--- config.mk ---
export PLATFORM = sky130hd
export DESIGN_NAME = simd_control_unit
export DESIGN_NICKNAME = d
export VERILOG_FILES = /design/src/rtl/simd_control_unit.sv
export SDC_FILE = /design/constraint.sdc
export NUM_CORES = 1
export LEC_CHECK = 0
export BUFFER_PORTS_ARGS = -buffer_cell sky130_fd_sc_hd__buf_4
export CORE_MARGIN = 2
export CORE_UTILIZATION = 46
export CTS_CLUSTER_DIAMETER = 30
export CTS_CLUSTER_SIZE = 30
export DETAILED_ROUTE_END_ITERATION = 7
export PLACE_DENSITY = 0.87
export SLEW_MARGIN = 20
export SYNTH_ARGS = -nofsm -noshare
export SYNTH_HDL_FRONTEND = slang
export SYNTH_SLANG_ARGS = --single-unit
--- constraint.sdc ---
create_clock -name clk -period 1.4 [get_ports clk]
set_input_delay 0.28 -clock clk [delete_from_list [all_inputs] [get_ports clk]]
set_output_delay 0.28 -clock clk [all_outputs]
set_load 0.02 [all_outputs]
--- src/rtl/simd_control_unit.sv ---
// ---------------------------------------------------------------------------
// simd_control_unit
//   Main decoder of the SIMD AES processor decode stage. Turns the opcode,
//   function field and destination register of an instruction into the
//   datapath control word. The decode is combinational. Every control output
//   is registered so that it lines up with the decode/execute pipeline
//   register.
//
// Ports
//   clk         in   1  rising-edge clock
//   rst_n       in   1  synchronous active-low reset; clears every output
//   Opcode      in   6  instruction opcode
//   Func        in   3  function field; read only by scalar/vector R-type
//   Rd          in   5  destination register index (11111 aliases the PC)
//   PCSrc       out  1  PC written by this instruction
//   RegWrite    out  1  scalar register-file write
//   RegWriteV   out  1  vector register-file write
//   MemtoReg    out  1  writeback selects memory data
//   MemWrite    out  1  data-memory write
//   MemSrc      out  1  store source: 0 scalar, 1 vector
//   MemData     out  1  scalar memory access
//   MemDataV    out  1  vector memory access
//   VecData     out  1  execute uses vector lanes
//   InstrSel    out  2  00 scalar ALU, 01 vector ALU, 10 memory, 11 control
//   ALUControl  out  3  ALU operation
//   Branch      out  1  branch/jump instruction
//   ALUSrc      out  1  ALU B operand: 0 register, 1 immediate
//   RegSrc      out  2  register-read source select
//   ImmSrc      out  2  00 I-arith, 01 mem offset, 10 branch, 11 jump target
//   ALUOp       out  1  comparison decode active (beq/bgt)
// ---------------------------------------------------------------------------
module simd_control_unit (
  input  logic       clk,
  input  logic       rst_n,
  input  logic [5:0] Opcode,
  input  logic [2:0] Func,
  input  logic [4:0] Rd,
  output logic       PCSrc,
  output logic       RegWrite,
  output logic       RegWriteV,
  output logic       MemtoReg,
  output logic       MemWrite,
  output logic       MemSrc,
  output logic       MemData,
  output logic       MemDataV,
  output logic       VecData,
  output logic [1:0] InstrSel,
  output logic [2:0] ALUControl,
  output logic       Branch,
  output logic       ALUSrc,
  output logic [1:0] RegSrc,
  output logic [1:0] ImmSrc,
  output logic       ALUOp
);

  localparam logic [5:0] OP_SCALAR_R = 6'b000000;
  localparam logic [5:0] OP_VECTOR_R = 6'b100000;
  localparam logic [5:0] OP_ADDI     = 6'b001000;
  localparam logic [5:0] OP_LOAD     = 6'b011001;
  localparam logic [5:0] OP_STORE    = 6'b011000;
  localparam logic [5:0] OP_VLOAD    = 6'b111001;
  localparam logic [5:0] OP_VSTORE   = 6'b111000;
  localparam logic [5:0] OP_BEQ      = 6'b001100;
  localparam logic [5:0] OP_BGT      = 6'b001101;
  localparam logic [5:0] OP_JUMP     = 6'b000100;

  localparam logic [4:0] PC_ALIAS    = 5'b11111;

  logic       jumpPc_s;
  logic       pcSrc_s;
  logic       regWrite_s;
  logic       regWriteV_s;
  logic       memtoReg_s;
  logic       memWrite_s;
  logic       memSrc_s;
  logic       memData_s;
  logic       memDataV_s;
  logic       vecData_s;
  logic [1:0] instrSel_s;
  logic [2:0] aluControl_s;
  logic       branch_s;
  logic       aluSrc_s;
  logic [1:0] regSrc_s;
  logic [1:0] immSrc_s;
  logic       aluOp_s;

  // Opcode decode; every control starts at 0 so unlisted opcodes act as NOP.
  // Func is only read in the two R-type arms, which keeps an undriven Func
  // on other instructions away from ALUControl.
  always_comb begin
    jumpPc_s     = 1'b0;
    regWrite_s   = 1'b0;
    regWriteV_s  = 1'b0;
    memtoReg_s   = 1'b0;
    memWrite_s   = 1'b0;
    memSrc_s     = 1'b0;
    memData_s    = 1'b0;
    memDataV_s   = 1'b0;
    vecData_s    = 1'b0;
    instrSel_s   = 2'b00;
    aluControl_s = 3'b000;
    branch_s     = 1'b0;
    aluSrc_s     = 1'b0;
    regSrc_s     = 2'b00;
    immSrc_s     = 2'b00;
    aluOp_s      = 1'b0;
    case (Opcode)
      OP_SCALAR_R: begin
        regWrite_s   = 1'b1;
        aluControl_s = Func;
        instrSel_s   = 2'b00;
        regSrc_s     = 2'b00;
      end
      OP_VECTOR_R: begin
        regWriteV_s  = 1'b1;
        vecData_s    = 1'b1;
        aluControl_s = Func;
        instrSel_s   = 2'b01;
        regSrc_s     = 2'b01;
      end
      OP_ADDI: begin
        regWrite_s   = 1'b1;
        aluSrc_s     = 1'b1;
        immSrc_s     = 2'b00;
        aluControl_s = 3'b000;
        instrSel_s   = 2'b00;
      end
      OP_LOAD: begin
        regWrite_s   = 1'b1;
        memtoReg_s   = 1'b1;
        memData_s    = 1'b1;
        aluSrc_s     = 1'b1;
        immSrc_s     = 2'b01;
        aluControl_s = 3'b000;
        instrSel_s   = 2'b10;
      end
      OP_STORE: begin
        memWrite_s   = 1'b1;
        memSrc_s     = 1'b0;
        memData_s    = 1'b1;
        aluSrc_s     = 1'b1;
        immSrc_s     = 2'b01;
        regSrc_s     = 2'b10;
        instrSel_s   = 2'b10;
      end
      OP_VLOAD: begin
        regWriteV_s  = 1'b1;
        memtoReg_s   = 1'b1;
        memDataV_s   = 1'b1;
        vecData_s    = 1'b1;
        aluSrc_s     = 1'b1;
        immSrc_s     = 2'b01;
        instrSel_s   = 2'b10;
      end
      OP_VSTORE: begin
        memWrite_s   = 1'b1;
        memSrc_s     = 1'b1;
        memDataV_s   = 1'b1;
        vecData_s    = 1'b1;
        aluSrc_s     = 1'b1;
        immSrc_s     = 2'b01;
        regSrc_s     = 2'b11;
        instrSel_s   = 2'b10;
      end
      OP_BEQ, OP_BGT: begin
        branch_s     = 1'b1;
        aluOp_s      = 1'b1;
        aluControl_s = 3'b001;
        immSrc_s     = 2'b10;
        instrSel_s   = 2'b11;
      end
      OP_JUMP: begin
        branch_s     = 1'b1;
        jumpPc_s     = 1'b1;
        aluOp_s      = 1'b0;
        immSrc_s     = 2'b11;
        instrSel_s   = 2'b11;
      end
      default: begin
        jumpPc_s     = 1'b0;
      end
    endcase
  end

  // A scalar write to r31 is a write to the PC alias, so it redirects fetch
  // just like a jump does.
  always_comb begin
    pcSrc_s = jumpPc_s | (regWrite_s & (Rd == PC_ALIAS));
  end

  // Output register feeding the decode/execute pipeline register.
  always_ff @(posedge clk) begin
    if (!rst_n) begin
      PCSrc      <= 1'b0;
      RegWrite   <= 1'b0;
      RegWriteV  <= 1'b0;
      MemtoReg   <= 1'b0;
      MemWrite   <= 1'b0;
      MemSrc     <= 1'b0;
      MemData    <= 1'b0;
      MemDataV   <= 1'b0;
      VecData    <= 1'b0;
      InstrSel   <= 2'b00;
      ALUControl <= 3'b000;
      Branch     <= 1'b0;
      ALUSrc     <= 1'b0;
      RegSrc     <= 2'b00;
      ImmSrc     <= 2'b00;
      ALUOp      <= 1'b0;
    end else begin
      PCSrc      <= pcSrc_s;
      RegWrite   <= regWrite_s;
      RegWriteV  <= regWriteV_s;
      MemtoReg   <= memtoReg_s;
      MemWrite   <= memWrite_s;
      MemSrc     <= memSrc_s;
      MemData    <= memData_s;
      MemDataV   <= memDataV_s;
      VecData    <= vecData_s;
      InstrSel   <= instrSel_s;
      ALUControl <= aluControl_s;
      Branch     <= branch_s;
      ALUSrc     <= aluSrc_s;
      RegSrc     <= regSrc_s;
      ImmSrc     <= immSrc_s;
      ALUOp      <= aluOp_s;
    end
  end

endmodule

Word-level counts from Yosys, hierarchy flattened
Index checks and enable logic that the tools add are counted.
W data, S select, Z words.
Storage, ports and cells
  logic and storage cells: 57
  input bits: 16
  bits in registers: 21
Cells by class
  reductions and logical operators: 13
  muxes and demuxes: 16
  equal/unequal tests: 10
  bitwise logic cells: 2
Operators by type and width (number)
  $eq A6 B4 Y1 const B: 3
  $eq A6 B6 Y1 const B: 3
  $pmux W2 S3: 3
  $reduce_or A2 Y1: 7
  $eq A6 B5 Y1 const B: 2
  $mux W1: 12
  $reduce_or A3 Y1: 3
  $eq A6 B3 Y1 const B: 1
  $logic_not A6 Y1: 1
  $pmux W3 S2: 1
  $eq A5 B5 Y1 const B: 1
  $reduce_or A5 Y1: 1
  $reduce_or A4 Y1: 1
  $and A1 B1 Y1: 1
  $or A1 B1 Y1: 1

Depth between registers and ports, before layout
  depth in word-level cells: 5
  depth in mapped cells: 4
  gate-level depth less buffers: 3

Worst setup path after synthesis
OpenSTA, ideal clock, no wires.
  path kind: input-to-reg
  start point: input Opcode[0]
  end point: register InstrSel[1]
  arrival time: 0.925 ns
  required time: 1.284 ns
  setup time: 0.116 ns
  stages: 4
  slack: 0.360 ns
  cell sequence: buf_2 -> nor2b_2 -> nor3b_4 -> a31o_1
Between the ends
  cells in the longest elaborated chain, start to end: 3
RTL lines
  start: declaration: RTL line 35  | input logic [5:0] Opcode,
  $eq A6 B6 Y1, or another cell as far along: RTL line 107  | case (Opcode)
  $reduce_or A4 Y1 (no line) / $reduce_or A3 Y1 (equally long branches)
  $pmux W2 S3 *: RTL line 107
  end signal: assignment: RTL line 220  | InstrSel <= instrSel_s;
  end: declaration: RTL line 47  | output logic [1:0] InstrSel,
Mark *: on every way between the ends. The rest lies on a longest branch, timed or not.
A chain may end at the register's enable or synchronous reset.

Worst setup path in the final report
  start point: register Branch
  end point: output Branch
RTL lines
  start: declaration: RTL line 49  | output logic Branch,
  start signal: assignment: RTL line 222  | Branch <= branch_s;
No word-level cell between the ends.

==> results.tsv <==
stage	metric	value	unit
cells_and_area	fin_cells	122	
sta	tns	0	ns
clock_network	cts.htree.levels	1	
cells_and_area	stdcell_area	1033	um^2
routing	wl_met2	758	um
routing	via_per_inst	4.975	
cells_and_area	drive_above_1_share	0.4434	
grt	overflow	0	
setup_path	path_depth	1	
routing	route.detailed.drc	0	
grt	grt_pass1_vias	568	
yosys	ys_top_cells_by_area	dfxtp_1 (57%), nor2_1 (6.6%), nor3b_4 (5.1%)	
routing	post_drt_wl_per_cell	11.20	um
die	start_util	0.4875	
setup_path	critPathCapture	Branch	
setup_path	cp_max_fo	1	
sta	rsz0062_at_grt	false	
clock_network	cts_buffers	3	
yosys	synth-seq-cells	21	
routing	ant_nets	0	
sta	fin_ws	0.3512	ns
setup_path	worstSetupStartpoint	Branch$_SDFF_PN0_	
clock_network	post_cts_resized	0	
sta	worstMarginPinSlew	0.3666	ns
routing	vias	607	
run_status	status	finished clean	
routing	dr.pass1.iters	2	
routing	met3WireLength	100	um
power	vdd_ir_drop_max	0.5860	mV
die	die_x	43.96	um
yosys	syn_avg_cell_area	10.64	um^2
power	cellLeakagePower	0.4915	nW
place	port_buffers	36	
place	dp_slack	0.1957	ns
yosys	yosysTopAreaCell	dfxtp_1	
job	drv_cap	0	
clock_network	postCtsSetupRepairBufs	0	
die	rows	14	
yosys	seq_area_frac_synth	0.5724	
clock_network	cts_tree	built	
setup_path	cpPeakStageDelay	0.34	ns
die	die-height	43.96	um
setup_path	start_kind	flip-flop	
clock_network	cts.sinks	21	
cells_and_area	syn_to_final_growth	40.72	%
grt	grt_pass1_wl	2263	um
yosys	syn_nets	85	
clock_network	ctsHoldBuffers	0	
power	total_power	0.9848	mW
routing	drtIter0Drc	5	
routing	wl_met1	507	um
routing	highest_layer	met3	
clock_network	clockRootBuffer	clkbuf_4	
sta	period_needed	1.049	ns
grt	grt_use_total	0.1611	
power	p_per_area	952.8	nW/um^2
place	place_area	1007	um^2
routing	routed_wl	1366	um
setup_path	crit_arrival	0.77	ns
cells_and_area	finalNetCount	123	
yosys	synth_top_area_share	0.5724	
die	dieArea	1932	um^2
grt	antenna_found_initial	0	
grt	grt_max_degree	14	
setup_path	path_class	reg -> out	
sta	setup_viol	0	
die	core-area	1506	um^2
yosys	syn_inst	69	
sta	report.final.slew_viol_count	0	
setup_path	crit_slowest_cell	dfxtp_1	
hold_path	min_path_type	in -> reg	
clock_network	cts.path.max_buffers	2	
yosys	ys_warn_count	0	
setup_path	crit_family	flip-flops	
yosys	netlist_area	734.5	um^2
clock_network	clk_pin_slew_worst_paths	0.10	ns
yosys	synthDistinctLibCells	25	
cells_and_area	antenna_cells	0	
setup_path	cp.required	1.12	ns
setup_path	worst-path-buf-inv	1	
setup_path	crit_chain	buf_4	
place	gp_congestion	0.7445	
sta	slew_headroom	0.7522	
sta	hold_viol	0	
sta	clock.fmax	953.5	MHz
place	post-dp-hpwl	1102	um
sta	period_share	0.7491	
place	place_inst	118	
die	pin_count	37	
setup_path	crit_path_end_kind	primary output	
==> synth_stat cells <==
cell type,count
dfxtp_1,21
nor2_1,13
nand2_1,5
and3_1,3
inv_1,3
buf_2,2
nor3_1,2
nor3_2,2
nor3b_4,2
a21oi_1,1
a31o_1,1
a31oi_1,1
a32oi_1,1
and4_1,1
and4bb_4,1
buf_4,1
nand3_2,1
nor2b_2,1
nor3b_1,1
nor3b_2,1
nor4b_1,1
o2111ai_1,1
o21a_1,1
o21ai_1,1
xor2_1,1
==> sequential cells by signal, indices dropped and copies added, names as in the netlist <==
register    flops
VecData         1
RegSrc          2
RegWriteV       1
MemDataV        1
ALUSrc          1
ImmSrc          2
Branch          1
MemSrc          1
ALUControl      3
InstrSel        2
MemData         1
ALUOp           1
PCSrc           1
MemWrite        1
RegWrite        1
MemtoReg        1
==> cells in the final DEF, fill, tap and decap left out <==
cell type,Yosys,routed
a21oi_1,1,1
a31o_1,1,1
a31oi_1,1,1
a32oi_1,1,1
and3_1,3,3
and4_1,1,1
and4bb_4,1,1
buf_4,1,36
clkbuf_1,0,1
clkbuf_4,0,3
dfxtp_1,21,21
inv_1,3,3
nand2_1,5,5
nand3_2,1,1
nor2_1,13,13
nor2b_2,1,1
nor3_1,2,2
nor3_2,2,2
nor3b_1,1,1
nor3b_2,1,1
nor3b_4,2,2
nor4b_1,1,1
o2111ai_1,1,1
o21a_1,1,1
o21ai_1,1,1
xor2_1,1,1
==> worst min-delay path by stage <==
stage | startpoint | endpoint | slack, ns | depth (start not counted)
after floorplan | Opcode[5] | MemData$_SDFF_PN0_ | 0.35 | 1
after global routing | Opcode[5] | MemData$_SDFF_PN0_ | 0.19 | 2
after CTS | Opcode[5] | MemData$_SDFF_PN0_ | 0.20 | 2
after global placement | Opcode[5] | MemData$_SDFF_PN0_ | 0.51 | 2
after detailed placement | Opcode[5] | MemData$_SDFF_PN0_ | 0.51 | 2
final | Opcode[5] | MemData$_SDFF_PN0_ | 0.20 | 2
==> through the flow <==
| step | hold slack (ns) | util |
|---|---|---|
| 2_1_floorplan | 0.3524 | - |
| 3_3_place_gp | 0.5069 | 0.6686 |
| 3_5_place_dp | 0.5066 | 0.6686 |
| 4_1_cts | 0.1963 | 0.6860 |
| 5_1_grt | 0.1878 | 0.6860 |
| 6_report | 0.2003 | 0.6860 |
==> layer usage <==
layer  track usage  vias up
li1              -      308
met1        0.1576      274
met2        0.3118       25
met3       0.03750        0
met4       0.07273        0
met5             0        -
==> power breakdown <==
group / switching, mW / internal, mW / leakage (nW)
Combinational: 0.0569 / 0.0538 / 0.307
Sequential: 0.00200 / 0.605 / 0.170
Clock: 0.157 / 0.111 / 0.0150
Total: 0.216 / 0.769 / 0.492
==> area by class of cell <==
| class | instances | area, um^2 |
|---|---|---|
| clock buffers | 4 | 26.28 |
| repair buffers | 36 | 270.3 |
| inverters | 3 | 11.26 |
| well taps | 16 | 20.02 |
| flip-flops and latches | 21 | 420.4 |
| multi-input cells | 42 | 285.3 |
| fillers | 135 | 473.0 |
==> cells by family (layout without fill, tap and decap cells) <==
kind of cell / count (synthesis) / after routing / share of synthesized area
and+or+nand+nor: 34 / 34 / 0.3084
buffers and inverters: 6 / 43 / 0.03919
AOI/OAI and AO/OA: 7 / 7 / 0.06815
xor gates and xnor gates: 1 / 1 / 0.01193
DFF: 21 / 21 / 0.5724
Power figures use the tool's default switching activity.
